## config.mk

```make
export PLATFORM = sky130hd
export DESIGN_NAME = if_stage
export DESIGN_NICKNAME = d
export VERILOG_FILES = /design/src/rtl/cpu_defs.sv /design/src/rtl/pc_reg.sv /design/src/rtl/if_stage.sv
export SDC_FILE = /design/constraint.sdc
export NUM_CORES = 1
export LEC_CHECK = 0
export CAP_MARGIN = 40
export CORE_MARGIN = 5
export CORE_UTILIZATION = 45
export CTS_CLUSTER_DIAMETER = 100
export DETAILED_ROUTE_END_ITERATION = 16
export HOLD_SLACK_MARGIN = 0.02
export MAX_ROUTING_LAYER = met4
export PLACE_DENSITY = 0.8
export SYNTH_ARGS = -nofsm -noshare
export SYNTH_HDL_FRONTEND = slang
export SYNTH_HIERARCHICAL = 1
export SYNTH_SLANG_ARGS = --single-unit
```

## constraint.sdc

```tcl
create_clock -name clk -period 3.86 [get_ports clk]
set_input_delay 0.772 -clock clk [delete_from_list [all_inputs] [get_ports clk]]
set_output_delay 0.772 -clock clk [all_outputs]
set_load 0.01 [all_outputs]
```

## src/rtl/cpu_defs.sv

```systemverilog
// Shared definitions for the single-issue CPU front end.
//   WORD     : datapath / address width in bits
//   PC_STEP  : byte increment between sequential instructions
//   RESET_PC : default program counter value after reset
//   NOP_INST : instruction word used for pipeline bubbles
package cpu_defs;
  localparam int              WORD     = 32;
  localparam logic [WORD-1:0] PC_STEP  = 32'd4;
  localparam logic [WORD-1:0] RESET_PC = 32'h0000_0000;
  localparam logic [WORD-1:0] NOP_INST = 32'h0000_0000;
endpackage

```

## src/rtl/pc_reg.sv

```systemverilog
// Program counter register with next-PC selection.
//   clk, rst  : clock, asynchronous active-high reset (loads RESET_PC)
//   stall     : hold pc
//   redirect  : load target (takes priority over stall)
//   target    : word-aligned redirect address
//   pc        : current fetch PC
module pc_reg
  import cpu_defs::*;
#(
  parameter logic [WORD-1:0] RESET_PC = cpu_defs::RESET_PC
) (
  input  logic            clk,
  input  logic            rst,
  input  logic            stall,
  input  logic            redirect,
  input  logic [WORD-1:0] target,
  output logic [WORD-1:0] pc
);

  logic [WORD-1:0] pc_nxt;

  always_comb begin
    pc_nxt = pc;
    if (redirect) begin
      pc_nxt = target;
    end else if (!stall) begin
      // Natural 32-bit wrap: 32'hFFFF_FFFC + 4 -> 0
      pc_nxt = pc + PC_STEP;
    end
  end

  always_ff @(posedge clk or posedge rst) begin
    if (rst) begin
      pc <= RESET_PC;
    end else begin
      pc <= pc_nxt;
    end
  end

endmodule

```

## src/rtl/if_stage.sv

```systemverilog
// Instruction-fetch stage: drives the combinational INST_ROM address from
// the PC, and captures the returned word plus its PC into the IF/ID register.
//   clk, rst   : clock, asynchronous active-high reset
//   stall      : hold PC, IF/ID and fetch_err
//   redirect   : taken branch/jump, load br_target and insert a bubble
//   br_target  : redirect byte address (low two bits dropped, flagged if set)
//   rom_addr   : INST_ROM address (equals pc)
//   rom_inst   : INST_ROM data for rom_addr, same cycle
//   pc         : current fetch PC
//   id_inst, id_pc, id_pc4, id_valid : IF/ID register contents
//   fetch_err  : sticky misaligned-target / out-of-range-fetch flag
module if_stage
  import cpu_defs::*;
#(
  parameter logic [WORD-1:0] RESET_PC  = cpu_defs::RESET_PC,
  parameter int              ROM_BYTES = 256,
  parameter logic [WORD-1:0] NOP_INST  = cpu_defs::NOP_INST
) (
  input  logic            clk,
  input  logic            rst,
  input  logic            stall,
  input  logic            redirect,
  input  logic [WORD-1:0] br_target,
  output logic [WORD-1:0] rom_addr,
  input  logic [WORD-1:0] rom_inst,
  output logic [WORD-1:0] pc,
  output logic [WORD-1:0] id_inst,
  output logic [WORD-1:0] id_pc,
  output logic [WORD-1:0] id_pc4,
  output logic            id_valid,
  output logic            fetch_err
);

  localparam logic [WORD-1:0] ROM_LIMIT = WORD'(ROM_BYTES);

  logic [WORD-1:0] target_aligned;
  logic            target_misaligned;
  logic            fetch_in_range;

  assign target_aligned    = {br_target[WORD-1:2], 2'b00};
  assign target_misaligned = |br_target[1:0];
  assign fetch_in_range    = (pc < ROM_LIMIT);
  assign rom_addr          = pc;

  pc_reg #(
    .RESET_PC (RESET_PC)
  ) u_pc_reg (
    .clk      (clk),
    .rst      (rst),
    .stall    (stall),
    .redirect (redirect),
    .target   (target_aligned),
    .pc       (pc)
  );

  // ---- IF -> ID boundary ----
  always_ff @(posedge clk or posedge rst) begin
    if (rst) begin
      id_inst   <= NOP_INST;
      id_pc     <= '0;
      id_pc4    <= PC_STEP;
      id_valid  <= 1'b0;
      fetch_err <= 1'b0;
    end else if (redirect) begin
      // Bubble; id_pc/id_pc4 keep their last values
      id_inst  <= NOP_INST;
      id_valid <= 1'b0;
      if (target_misaligned) begin
        fetch_err <= 1'b1;
      end
    end else if (!stall) begin
      id_pc  <= pc;
      id_pc4 <= pc + PC_STEP;
      if (fetch_in_range) begin
        id_inst  <= rom_inst;
        id_valid <= 1'b1;
      end else begin
        // ROM data beyond its size is meaningless; squash it
        id_inst   <= NOP_INST;
        id_valid  <= 1'b0;
        fetch_err <= 1'b1;
      end
    end
  end

endmodule
```

==> out/metrics.csv <==
stage,metric,value,unit
status,status,"complete, no violations",
cts,cts_resized,0,
synthesis,synth-seq-area-share,50.0,%
hold_path,min_path_type,flop to flop,
final_layout,multi_input_area,2720,um2
timing,worst_pin_slew,0.603,ns
critical_path,critPathTopFamily,flip-flops,
final_layout,finalNetCount,975,
cts,cts-root-buf,clkbuf_16,
timing,tns,0,ns
final_layout,mostFrequentLayoutCell,clkdlybuf4s50_1,
final_layout,synthToLayoutAreaGrowth,43.1,%
floorplan,ios,230,
place,dpl.hpwl,13600,um
floorplan,rows,43,
final_layout,fin_area,9180,um2
critical_path,cp-end-kind,primary output,
detailed_routing,drt-initial-drc-count,274,
synthesis,synth-edff-count,0,
critical_path,cp_slowest_cell,dfrtp_1,
timing,slew_headroom,59.7,%
critical_path,required,3.09,ns
critical_path,crit_chain,clkdlybuf4s50_1,
place,port-buffer-count,229,
floorplan,fp.dieW,129,um
synthesis,syn_avg_cell_area,8.89,um2
grt,grt_pass1_vias,5782,
power,p_leak,3.94,nW
critical_path,path_buf_inv,1,
place,gp_congestion,0.865,
floorplan,initial_core_util,46.0,%
floorplan,core_area,13900,um2
grt,grt-ovfl-total,0,
critical_path,start_kind,flop,
timing,period_share,66.2,%
timing,holdWs,0.468,ns
cts,clkSlewWorstSetupHoldPaths,0.05,ns
synthesis,synth_cell_type_count,51,
cts,cts_buffers,17,
final_layout,layout-drive-gt1-share,6.98,%
timing,rsz0062_at_grt,false,
synthesis,synth_warnings,6,
timing,hold_viol_final,0,
final_layout,fillerInstances,1156,
flow_run,cap_violations,0,
place,placed_cell_area,8600,um2
cts,cts_tree,built,
synthesis,synthFlopType,dfrtp_1,
critical_path,critPathKind,flop to primary output,
cts,clk-insertion-delay-late,0.41,ns
final_layout,most-common-layout-cells,"clkdlybuf4s50_1 (228), nand2_1 (227), dfrtp_1 (127), o21ai_0 (63), nand3_1 (21)",
detailed_routing,routed_wl,18900,um
power,p_per_area,434,nW/um2
critical_path,crit_fanout,16,
grt,antenna_found_initial,0,
detailed_routing,postRouteAntennaNets,0,
timing,period_needed,2.56,ns
cts,htreeDepth,4,
detailed_routing,wl_per_cell,17.3,um
grt,grt_max_degree,56,
detailed_routing,num_vias,5944,
timing,fin_ws,1.30,ns
grt,grt_pass1_wl,30100,um
timing,skew,0.00640,ns
synthesis,synth-seq-cells,128,
synthesis,syn_area,6410,um2
detailed_routing,first_pass_iters,7,
critical_path,worstPathArrival,1.78,ns
detailed_routing,route.detailed.drc,0,
final_layout,antenna_cells,0,
grt,track_usage,23.5,%
timing,setup_violations,0,
synthesis,syn_inst,721,
cts,cts_max_path_buffers,2,
timing,fmax,391,MHz
final_layout,regArea,3200,um2
floorplan,die_y,129,um
cts,hold_buffers,0,
detailed_routing,avgViaCountPerCell,5.42,
synthesis,async_flop_share,100,%
cts,postCtsSetupBuffers,0,
power,irDropWorstVdd,0.287,mV
critical_path,slowest_delay,0.72,ns
place,pre_cts_ws,0.985,ns
floorplan,die_area,16700,um2
cts,cts.sinks,128,
timing,drv_slew,0,
## cell usage after synthesis (all sizes together) (2+ instances only)
cell type | count | share of area (%)
nor3 | 8 | 0.62
nor4 | 10 | 0.98
o21ai | 63 | 4.9
a31oi | 15 | 1.5
mux2 | 6 | 1.1
a211o | 2 | 0.27
xnor2 | 5 | 0.68
xor2 | 19 | 2.6
nand3 | 21 | 1.6
or2 | 2 | 0.20
o31ai | 12 | 1.4
nor2 | 19 | 1.1
nor2b | 2 | 0.20
ha | 2 | 0.39
nand2 | 228 | 13
dfrtp | 127 | 50
buf | 47 | 5.5
or4 | 23 | 2.8
o311ai | 3 | 0.41
nand2b | 2 | 0.20
clkbuf | 30 | 1.8
and4 | 13 | 1.8
inv | 7 | 0.41
and2 | 3 | 0.29
and3 | 5 | 0.49
a21oi | 3 | 0.23
nand4 | 21 | 2.5
o211ai | 9 | 1.1
## through the flow
stage          total power, W  cells  utilization [%]
2_1_floorplan         0.00198    722                -
3_3_place_gp          0.00245   1064             61.3
3_5_place_dp          0.00247   1066             61.7
4_1_cts               0.00402   1097             65.9
5_1_grt               0.00417   1097             65.9
6_report              0.00398   1097             65.9
## worst paths after layout
check	from	end	slack, ns	cells after the start
setup / recovery	u_pc_reg/pc[6]	rom_addr[6]	1.30	1
hold / removal	fetch_err	fetch_err	0.47	1
setup reg to reg	u_pc_reg/pc[5]	id_pc4[25]	1.45	4
hold reg to reg	fetch_err	fetch_err	0.47	1
max in group asynchronous	rst	id_pc[0]	2.28	4
min in group asynchronous	rst	id_pc[10]	0.79	2
## cells by family (layout without fill, tap and decap cells)
family,Yosys count,after routing,share of synthesized area [%]
fa+ha+maj,2,2,0.390
xor+xnor,24,24,3.28
simple gates,362,362,26.9
mux,7,7,1.21
flops,128,128,50.0
other cells,1,2,0.0585
compound gates,112,112,10.5
buf+inv,85,280,7.75
## layout make-up
| cell class | count | area share [%] |
|---|---|---|
| Clock inverter | 5 | 0.545 |
| Tap cell | 180 | 2.45 |
| Clock buffer | 26 | 5.77 |
| Timing Repair Buffer | 241 | 26.3 |
| Sequential cell | 128 | 34.9 |
| Multi-Input combinational cell | 509 | 29.6 |
| Inverter | 8 | 0.354 |
## where the power goes
| group | internal (W) | total, W | switching [W] |
|---|---|---|---|
| logic | 0.000442 | 0.000794 | 0.000352 |
| registers | 0.00147 | 0.00165 | 0.000175 |
| clock network | 0.000998 | 0.00154 | 0.000541 |
## metal layers
metal  vias up  GRT usage [%]  routed length [um]
li1       2837              -                   -
met1      2814           30.8                8340
met2       254           35.2                8720
met3        39           5.19                1360
met4         0           10.2                 519
met5         -              -                   0
No activity file was read; power rests on OpenSTA's default activity.
